**config.mk**
```make
export PLATFORM = sky130hd
export DESIGN_NAME = ap_mult_err_sweep
export DESIGN_NICKNAME = d
export VERILOG_FILES = /design/src/rtl/ap_mult_err_sweep.sv
export SDC_FILE = /design/constraint.sdc
export NUM_CORES = 1
export LEC_CHECK = 0
export BUFFER_PORTS_ARGS = -buffer_cell sky130_fd_sc_hd__buf_2
export CAP_MARGIN = 20
export CORE_MARGIN = 1.5
export CORE_UTILIZATION = 33
export CTS_CLUSTER_SIZE = 25
export DETAILED_ROUTE_END_ITERATION = 7
export SETUP_SLACK_MARGIN = 0.1
export SYNTH_ARGS = -nofsm -noshare
export SYNTH_HDL_FRONTEND = slang
export SYNTH_SLANG_ARGS = --single-unit
```
**constraint.sdc**
```tcl
create_clock -name clk -period 17.8 [get_ports clk]
set_input_delay 1.78 -clock clk [delete_from_list [all_inputs] [get_ports clk]]
set_output_delay 1.78 -clock clk [all_outputs]
set_load 0.01 [all_outputs]
```
**src/rtl/ap_mult_err_sweep.sv**
```systemverilog
// ---------------------------------------------------------------------------
// ap_mult_err_sweep
// Drives every operand pair {op_a,op_b} = 0 .. 2^(2W)-1 into an external
// approximate multiplier with LAT internal register stages. Each returned
// product is compared against the exact product, and the block collects
// error statistics: how many pairs were wrong, the sum of absolute errors,
// the largest error, and the first operand pair that reached it.
//
// Ports
//   clk      : clock, rising edge active
//   rst_n    : asynchronous active-low reset
//   start    : begin a sweep (sampled only when idle or done)
//   abort    : stop a running sweep (honoured only while busy)
//   op_a     : registered operand A to the multiplier (upper index bits)
//   op_b     : registered operand B to the multiplier (lower index bits)
//   prod_ap  : approximate product returned by the multiplier
//   busy     : sweep in progress (issuing or draining)
//   done     : sweep finished, results valid (level)
//   err_cnt  : number of pairs with a nonzero error
//   err_sum  : sum of absolute errors
//   err_max  : largest absolute error
//   worst_a  : op_a of the first pair reaching err_max
//   worst_b  : op_b of the first pair reaching err_max
// ---------------------------------------------------------------------------
module ap_mult_err_sweep #(
    parameter int LAT = 1,
    parameter int W   = 8
) (
    input  logic             clk,
    input  logic             rst_n,
    input  logic             start,
    input  logic             abort,
    output logic [W-1:0]     op_a,
    output logic [W-1:0]     op_b,
    input  logic [2*W-1:0]   prod_ap,
    output logic             busy,
    output logic             done,
    output logic [2*W:0]     err_cnt,
    output logic [31:0]      err_sum,
    output logic [2*W-1:0]   err_max,
    output logic [W-1:0]     worst_a,
    output logic [W-1:0]     worst_b
);

    localparam int PW = 2 * W;

    localparam logic [PW-1:0] LAST_IDX = {PW{1'b1}};
    // Index issued just before the last one; issuing past it ends RUN.
    localparam logic [PW-1:0] PEN_IDX  = {{(PW-1){1'b1}}, 1'b0};
    localparam logic [PW-1:0] IDX_ONE  = {{(PW-1){1'b0}}, 1'b1};
    localparam logic [PW:0]   CNT_ONE  = {{PW{1'b0}}, 1'b1};

    typedef enum logic [1:0] {
        ST_IDLE  = 2'd0,
        ST_RUN   = 2'd1,
        ST_DRAIN = 2'd2,
        ST_DONE  = 2'd3
    } state_t;

    state_t r_state;
    state_t w_nxt;

    // Stage 0 of the delay line is the operand register itself; stage LAT
    // lines up with the product the multiplier returns for that operand.
    logic [LAT:0]  r_vld;
    logic [PW-1:0] r_dly [0:LAT];

    logic          r_busy;
    logic          r_done;
    logic [PW:0]   r_err_cnt;
    logic [31:0]   r_err_sum;
    logic [PW-1:0] r_err_max;
    logic [W-1:0]  r_worst_a;
    logic [W-1:0]  r_worst_b;

    logic          w_start_ok;
    logic          w_abort_ok;
    logic          w_issue;
    logic          w_acc;
    logic          w_last_acc;
    logic [W-1:0]  w_smp_a;
    logic [W-1:0]  w_smp_b;
    logic [PW-1:0] w_err;

    // Absolute difference between the returned and exact product, 2W bits unsigned.
    function automatic logic [PW-1:0] abs_err(
        input logic [PW-1:0] p,
        input logic [W-1:0]  a,
        input logic [W-1:0]  b
    );
        logic [PW-1:0] ex;
        ex = {{W{1'b0}}, a} * {{W{1'b0}}, b};
        if (p >= ex) begin
            abs_err = p - ex;
        end else begin
            abs_err = ex - p;
        end
    endfunction

    assign w_start_ok = start && ((r_state == ST_IDLE) || (r_state == ST_DONE));
    assign w_abort_ok = abort && ((r_state == ST_RUN) || (r_state == ST_DRAIN));
    assign w_issue    = (r_state == ST_RUN);
    assign w_acc      = r_vld[LAT];
    assign w_last_acc = w_acc && (r_dly[LAT] == LAST_IDX);
    assign w_smp_a    = r_dly[LAT][PW-1:W];
    assign w_smp_b    = r_dly[LAT][W-1:0];
    assign w_err      = abs_err(prod_ap, w_smp_a, w_smp_b);

    // State register.
    always_ff @(posedge clk or negedge rst_n) begin
        if (!rst_n) begin
            r_state <= ST_IDLE;
        end else begin
            r_state <= w_nxt;
        end
    end

    // Next-state logic; abort outranks completion while busy.
    always_comb begin
        w_nxt = r_state;
        case (r_state)
            ST_IDLE, ST_DONE: begin
                if (start) begin
                    w_nxt = ST_RUN;
                end else begin
                    w_nxt = r_state;
                end
            end
            ST_RUN: begin
                if (abort) begin
                    w_nxt = ST_IDLE;
                end else if (r_dly[0] == PEN_IDX) begin
                    w_nxt = ST_DRAIN;
                end else begin
                    w_nxt = ST_RUN;
                end
            end
            ST_DRAIN: begin
                if (abort) begin
                    w_nxt = ST_IDLE;
                end else if (w_last_acc) begin
                    w_nxt = ST_DONE;
                end else begin
                    w_nxt = ST_DRAIN;
                end
            end
            default: begin
                w_nxt = ST_IDLE;
            end
        endcase
    end

    // Status flags registered from the next state so they change with it.
    always_ff @(posedge clk or negedge rst_n) begin
        if (!rst_n) begin
            r_busy <= 1'b0;
            r_done <= 1'b0;
        end else begin
            r_busy <= (w_nxt == ST_RUN) || (w_nxt == ST_DRAIN);
            r_done <= (w_nxt == ST_DONE);
        end
    end

    // Operand index, delay line and error accumulators.
    always_ff @(posedge clk or negedge rst_n) begin
        if (!rst_n) begin
            r_vld     <= '0;
            for (int j = 0; j <= LAT; j++) begin
                r_dly[j] <= '0;
            end
            r_err_cnt <= '0;
            r_err_sum <= 32'd0;
            r_err_max <= '0;
            r_worst_a <= '0;
            r_worst_b <= '0;
        end else if (w_start_ok) begin
            // Index 0 goes out on the start edge itself.
            r_vld     <= '0;
            r_vld[0]  <= 1'b1;
            r_dly[0]  <= '0;
            r_err_cnt <= '0;
            r_err_sum <= 32'd0;
            r_err_max <= '0;
            r_worst_a <= '0;
            r_worst_b <= '0;
        end else if (w_abort_ok) begin
            // Discard in-flight samples; results keep their partial values.
            r_vld <= '0;
        end else begin
            r_vld[0] <= w_issue;
            for (int j = 1; j <= LAT; j++) begin
                r_vld[j] <= r_vld[j-1];
                r_dly[j] <= r_dly[j-1];
            end
            if (w_issue) begin
                r_dly[0] <= r_dly[0] + IDX_ONE;
            end else begin
                r_dly[0] <= r_dly[0];
            end
            if (w_acc) begin
                if (w_err != '0) begin
                    r_err_cnt <= r_err_cnt + CNT_ONE;
                    r_err_sum <= r_err_sum + 32'(w_err);
                end else begin
                    r_err_cnt <= r_err_cnt;
                    r_err_sum <= r_err_sum;
                end
                // Strictly greater: ties keep the earliest pair.
                if (w_err > r_err_max) begin
                    r_err_max <= w_err;
                    r_worst_a <= w_smp_a;
                    r_worst_b <= w_smp_b;
                end else begin
                    r_err_max <= r_err_max;
                    r_worst_a <= r_worst_a;
                    r_worst_b <= r_worst_b;
                end
            end else begin
                r_err_cnt <= r_err_cnt;
            end
        end
    end

    assign op_a    = r_dly[0][PW-1:W];
    assign op_b    = r_dly[0][W-1:0];
    assign busy    = r_busy;
    assign done    = r_done;
    assign err_cnt = r_err_cnt;
    assign err_sum = r_err_sum;
    assign err_max = r_err_max;
    assign worst_a = r_worst_a;
    assign worst_b = r_worst_b;

endmodule
```
==> results of run 1 <==
## metal layers
layer,GRT usage,up-vias,share of wire
li1,-,4384,-
met1,0.2454,4434,0.48
met2,0.3009,158,0.47
met3,0.03110,18,0.034
met4,0.04328,0,0.0098
met5,0,-,0
## layout make-up
| cell class | instances | area (um^2) |
|---|---|---|
| antenna | 1 | 2.502 |
| clock buffer | 20 | 446.7 |
| clock inverter | 12 | 176.4 |
| fill | 3340 | 20160 |
| inverter | 116 | 435.4 |
| multi-input combinational | 914 | 6983 |
| sequential | 119 | 2978 |
| tap | 442 | 553.0 |
| timing repair buffer | 124 | 638.1 |
## cell usage in the layout, fill, tap and decap left out, drive strengths merged, types with 6 or more instances in the layout
master / instances
nor2: 126
buf: 124
dfrtp: 119
inv: 116
ha: 106
nand2: 83
and2: 64
o21ai: 56
a21oi: 52
o31ai: 41
fa: 39
nand3: 29
and3: 25
a211oi: 24
a21o: 23
xor2: 23
mux2: 23
clkbuf: 20
xnor2: 19
mux2i: 18
nor3: 18
a31oi: 12
o41ai: 12
o21a: 10
nand4: 10
nor4: 9
or3: 9
nor2b: 8
nand2b: 7
or2: 7
o21bai: 6
o211ai: 6
clkinv: 6
## path summary, 6_finish.rpt
path                                    end  cells past startpoint  slack (ns)      from
worst min-delay path               r_vld[1]                      1        0.47  r_vld[0]
worst max-delay path            err_sum[31]                     32        8.20  r_dly[8]
min in group asynchronous        err_cnt[6]                      1        1.46     rst_n
max in group asynchronous          r_dly[5]                      2       15.06     rst_n
worst max register to register  err_sum[31]                     32        8.20  r_dly[8]
worst min register to register     r_vld[1]                      1        0.47  r_vld[0]
## power groups by stage
stage / combinational (uW) / clock (uW) / sequential [uW]
finish: 538 / 370 / 386
global route: 605 / 390 / 394
CTS: 543 / 378 / 386
detailed placement: 539 / 0 / 391
global placement: 533 / 0 / 389
floorplan: 387 / 0 / 385
## flip-flops by register name (all words and copies together), names as in the netlist
| name | cells |
|---|---|
| busy | 1 |
| r_state | 2 |
| err_cnt | 17 |
| worst_a | 8 |
| worst_b | 8 |
| err_max | 16 |
| done | 1 |
| err_sum | 32 |
| op_a | 8 |
| op_b | 8 |
| r_dly | 16 |
| r_vld | 2 |
## per-stage QoR
stage / instance area [um^2] / hold slack, ns / power [uW]
floorplan: 10800 / 0.4513 / 772.7
global placement: 11590 / 0.4561 / 922.7
detailed placement: 11590 / 0.4586 / 929.6
CTS: 12210 / 0.4718 / 1307
global route: 12210 / 0.4793 / 1389
finish: 12210 / 0.4687 / 1294
## cells by family (layout without fill, tap and decap cells)
family,after synthesis,after routing,share of synthesized area
adders and majority gates,145,145,0.1951
DFF,119,119,0.2758
buffers and inverters,191,272,0.07845
AOI/OAI and AO/OA,273,273,0.1832
xor gates and xnor gates,42,42,0.03407
muxes,41,41,0.04102
other,0,1,0
and+or+nand+nor,413,413,0.1924
## critical path: cells and delay by family, from the launching register on
family | cells | cell delay, ns
adders and majority gates | 7 | 3.21
buffers and inverters | 3 | 0.14
and+or+nand+nor | 4 | 0.78
DFF | 1 | 0.55
AOI/OAI and AO/OA | 17 | 4.66
xor gates and xnor gates | 1 | 0.15
==> impl_metrics.py, run 1 <==
metrics = {
    "route": {
        "route.detailed.drc": 0,
        "routed_wl_mm": 29.58,
        "firstDrtPassIters": 7,
        "num_vias": 8994,
        "wl_per_cell_um": 16.92,
        "antenna_left": 0,
        "via_per_inst": 5.145,
        "drt_iter0_markers": 587,
    },
    "setup_path": {
        "cpMostUsedCell": "fa_1",
        "worst_path_max_delay_cell": "a211oi_4",
        "endpoint_kind": "register",
        "cp_max_fo": 21,
        "cp-start-kind": "register",
        "arrival_ns": 9.92,
        "required_ns": 18.11,
        "max_stage_delay_ns": 0.75,
        "crit_type": "register to register",
    },
    "sta": {
        "relSlewSlack": 0.3582,
        "finalHoldViolCount": 0,
        "setup_ws_ns": 8.195,
        "clock-skew-final_ns": 0.01123,
        "tightestPinTransition_ns": 0.9627,
        "drv_slew": 0,
        "timing.final.crit_period_ns": 9.605,
        "rsz0062_at_grt": "no",
        "fmax_mhz": 104.1,
        "setup_viol": 0,
        "fin_tns_setup_ns": 0,
        "finalCritPeriodShare": 0.5396,
    },
    "clocking": {
        "cts_buffers": 17,
        "insertion_delay_ns": 0.42,
        "cts_hold_buf": 0,
        "cts_tree": "built",
        "cts_resized": 0,
        "clk_path_buf_depth": 2,
        "clkSlewWorstSetupHoldPaths_ns": 0.06,
        "post_cts_buffers": 0,
        "clock-sinks": 119,
        "cts-root-buf": "clkbuf_16",
        "cts_max_level": 4,
    },
    "power_and_ir_drop": {
        "p_seq_frac": 0.298,
        "p_int_uw": 776.1,
        "p_switching_uw": 518.2,
        "irDropWorstVdd_mv": 0.07750,
        "combPwrFrac": 0.416,
        "p_clk_frac": 0.286,
        "switching_share": 0.4004,
        "leakage_uw": 0.006201,
        "cellPowerDensity_nw_per_um2": 106.0,
    },
    "job": {
        "maxCapViolCount": 0,
    },
    "finish": {
        "instances_no_fill": 1748,
        "drive_above_1_share": 0.1625,
        "syn2layout_area_growth_pct": 13.11,
        "nets": 1457,
        "final_util": 0.3773,
    },
    "yosys": {
        "synthTopCellsByCount": "126 x nor2_1, 119 x dfrtp_1, 116 x inv_1",
        "synth_nets": 1389,
        "synth.largest_area_cell": "dfrtp_1",
        "synth_warnings": 0,
        "synth_area_um2": 10800,
        "synth.area.top_cells": "dfrtp_1 28%, ha_1 12%, fa_1 7.2%",
        "ys_types": 76,
        "avgSynthCellArea_um2": 8.822,
        "synthFlopType": "dfrtp_1",
        "yosysSeqAreaShare": 0.2758,
        "synthCells": 1224,
        "synth_edf_count": 0,
        "synth_most_common_cell": "nor2_1",
        "synthDominantCellAreaShare": 0.2758,
        "ys_ff_latch": 119,
        "synthArstFlopShare": 1.000,
    },
    "worst_hold_path": {
        "hold_path.class": "register to register",
    },
    "global_route": {
        "grt_pass1_vias": 8822,
        "overflow": 0,
        "grt_pass1_wl_mm": 48.39,
        "grt_max_degree": 89,
        "antenna_found_initial": 1,
        "grtUsageTotal": 0.1816,
    },
    "placement": {
        "place_congestion": 0.8900,
        "hpwl_mm": 22.29,
        "portBuffers": 118,
        "dp_cells": 1715,
        "place_ws_ns": 8.360,
    },
    "die": {
        "die_area_um2": 33820,
        "die_h_um": 183.9,
        "num_io_pins": 119,
        "initial_utilization": 0.3336,
        "rows": 66,
        "die_w_um": 183.9,
        "core_um2": 32370,
    },
    "run_status": {
        "status": "finished clean",
    },
}
(Power assumes the default switching activity.)
==> inputs of run 2 (changes only) <==
- ABC_AREA: default -> 1
- clock period: 17.8 -> 7.7 ns (I/O delays scaled with it)
==> run 2 against run 1 <==
  * Total power increased to 2.6 times the previous value
  * Critical path depth is 7 higher
  * Setup slack lost 7.8 ns
  * Die area up 7.9%
  * Count of clock-buffer cells in the layout decreased by 3
  * Critical path type unchanged
  * Register-to-register slack got worse by 7.8 ns
  * Area after synthesis increased by 8.0%
  * Largest cell class unchanged
  * Highest routed layer unchanged
  * Critical endpoint is now err_sum[18]
==> impl_metrics.py, run 2 <==
metrics = {
    "run_status": {
        "status": "finished clean",
    },
    "yosys": {
        "synth_nets": 1918,
        "avgSynthCellArea_um2": 6.653,
        "synthCells": 1753,
        "synthFlopType": "dfrtp_1",
        "synth_area_um2": 11660,
        "synth_most_common_cell": "nand2_1",
        "synth_edf_count": 0,
        "yosysSeqAreaShare": 0.2553,
        "synthArstFlopShare": 1.000,
        "synth.largest_area_cell": "dfrtp_1",
        "synth_warnings": 0,
        "ys_ff_latch": 119,
        "ys_types": 45,
        "synthTopCellsByCount": "559 x nand2_1, 323 x inv_1, 134 x nand3_1",
        "synthDominantCellAreaShare": 0.2553,
        "synth.area.top_cells": "dfrtp_1 26%, nand2_1 18%, ha_1 11%",
    },
    "route": {
        "wl_per_cell_um": 14.83,
        "firstDrtPassIters": 5,
        "route.detailed.drc": 0,
        "antenna_left": 0,
        "routed_wl_mm": 35.04,
        "via_per_inst": 4.829,
        "drt_iter0_markers": 682,
        "num_vias": 11410,
    },
    "power_and_ir_drop": {
        "cellPowerDensity_nw_per_um2": 239.4,
        "total_power_uw": 3408,
        "irDropWorstVdd_mv": 0.1989,
        "leakage_uw": 0.007963,
    },
    "die": {
        "die_h_um": 191.0,
        "die_area_um2": 36480,
        "initial_utilization": 0.3368,
        "num_io_pins": 119,
        "die_w_um": 191.0,
        "rows": 68,
        "core_um2": 34630,
    },
    "clocking": {
        "clock-sinks": 119,
        "cts-root-buf": "clkbuf_16",
        "clk_path_buf_depth": 2,
        "clkSlewWorstSetupHoldPaths_ns": 0.07,
        "cts_buffers": 17,
        "insertion_delay_ns": 0.43,
        "cts_tree": "built",
        "cts_hold_buf": 0,
        "cts_max_level": 4,
    },
    "sta": {
        "drv_slew": 0,
        "fin_tns_setup_ns": 0,
        "timing.final.crit_period_ns": 7.330,
        "tightestPinTransition_ns": 0.9885,
        "fmax_mhz": 136.4,
        "setup_viol": 0,
        "finalCritPeriodShare": 0.9520,
        "clock-skew-final_ns": 0.01534,
        "relSlewSlack": 0.3394,
        "finalHoldViolCount": 0,
    },
    "finish": {
        "largest_reg_flops": 32,
        "seq_area_um2": 2988,
        "diodes": 0,
        "nets": 2059,
        "layout_commonest_cell": "nand2_1",
        "fill_cells": 3658,
        "multiInputGateArea_um2": 7627,
        "syn2layout_area_growth_pct": 22.07,
        "most-common-layout-cells": "542 x nand2_1, 310 x inv_1, 134 x nand3_1",
        "drive_above_1_share": 0.1772,
        "instances_no_fill": 2362,
    },
    "global_route": {
        "antenna_found_initial": 0,
        "overflow": 0,
        "grt_pass1_wl_mm": 54.74,
        "grt_max_degree": 73,
        "grt_pass1_vias": 10620,
        "grtUsageTotal": 0.1880,
    },
    "setup_path": {
        "worst_path_max_delay_cell": "fa_1",
        "crit_type": "register to register",
        "r2r_start": "r_dly[4]",
        "arrival_ns": 7.64,
        "cp-start-kind": "register",
        "required_ns": 8.01,
        "critPathLaunch": "r_dly[4]",
        "endpoint_kind": "register",
        "max_stage_delay_ns": 0.55,
        "cp_max_fo": 8,
    },
    "worst_hold_path": {
        "hold_path.class": "input pin to asynchronous set/reset pin",
    },
    "placement": {
        "dp_cells": 2301,
        "hpwl_mm": 26.05,
        "place_congestion": 0.9521,
        "portBuffers": 118,
    },
    "job": {
        "maxCapViolCount": 0,
    },
}
==> run 2: cell types whose count changed in the layout (fill, tap and decap cells not counted), moves of 39 or more <==
| cell | before | now |
|---|---|---|
| nand3_1 | 29 | 134 |
| and2_1 | 63 | 1 |
| nand2_1 | 82 | 542 |
| o31ai_1 | 41 | 2 |
| inv_1 | 116 | 310 |
| buf_4 | 7 | 59 |
==> run 2: cell type report <==
cell class,count,area share
multi-input combinational,1242,0.5358
clock buffer,17,0.02988
inverter,327,0.08622
timing repair buffer,187,0.08314
clock inverter,15,0.01512
sequential,119,0.2099
tap,455,0.03999
==> run 2: power by group <==
group          leakage (uW)  internal [uW]  switching [uW]
registers           0.00160            743             142
clock network      0.000303            549             342
logic               0.00606            623            1010
==> run 2: metal layers <==
| metal | GRT usage | routed length [um] | up-vias |
|---|---|---|---|
| li1 | - | - | 5718 |
| met1 | 0.2573 | 16390 | 5332 |
| met2 | 0.3059 | 16380 | 309 |
| met3 | 0.02772 | 1577 | 47 |
| met4 | 0.05421 | 684 | 0 |
| met5 | 0 | 0 | - |
==> run 2: per-stage QoR <==
| stage | area (um^2) | worst slack (ns) | hold WS [ns] | util |
|---|---|---|---|---|
| floorplan | 11660 | 0.4828 | 0.4492 | - |
| global placement | 12790 | 0.009465 | 0.4831 | 0.3695 |
| detailed placement | 12790 | -0.1287 | 0.4828 | 0.3695 |
| CTS | 13480 | 0.08678 | 0.4048 | 0.3891 |
| global route | 14240 | -0.008496 | 0.4333 | 0.4111 |
| finish | 14240 | 0.3698 | 0.3968 | 0.4111 |
==> run 2: path summary, 6_finish.rpt <==
kind                               end  slack, ns  depth (start not counted)
setup / recovery           err_sum[18]       0.37                         39
setup reg to reg           err_sum[18]       0.37                         39
hold reg to reg               r_vld[1]       0.49                          2
min in group clk              r_vld[1]       0.49                          2
max in group asynchronous    r_dly[10]       5.82                          2
hold / removal             err_sum[26]       0.40                          1
==> run 2: logic make-up after synthesis <==
logic type               synth area share
adder cells (fa/ha/maj)            0.1807
flip-flops                         0.2553
buffers and inverters              0.1354
AO/OA/AOI/OAI                     0.08046
AND/OR/NAND/NOR                    0.3076
XOR/XNOR                          0.04055
==> run 2: what timing repair did <==
action | 4_1_cts | 5_1_grt
resized for setup | 11 | 142
buffers inserted | 1 | 24
endpoints found under the setup margin | 18 | 81
pin swaps | 0 | 29
cloned | 0 | 4
==> run 2: worst max-delay path: cells and delay by family, from the launching register on <==
kind                     cells  cell delay (ns)
AO/OA/AOI/OAI                7             1.07
AND/OR/NAND/NOR             13             1.41
XOR/XNOR                     2             0.40
buffers and inverters       10             0.99
flip-flops                   1             0.47
adder cells (fa/ha/maj)      7             2.86
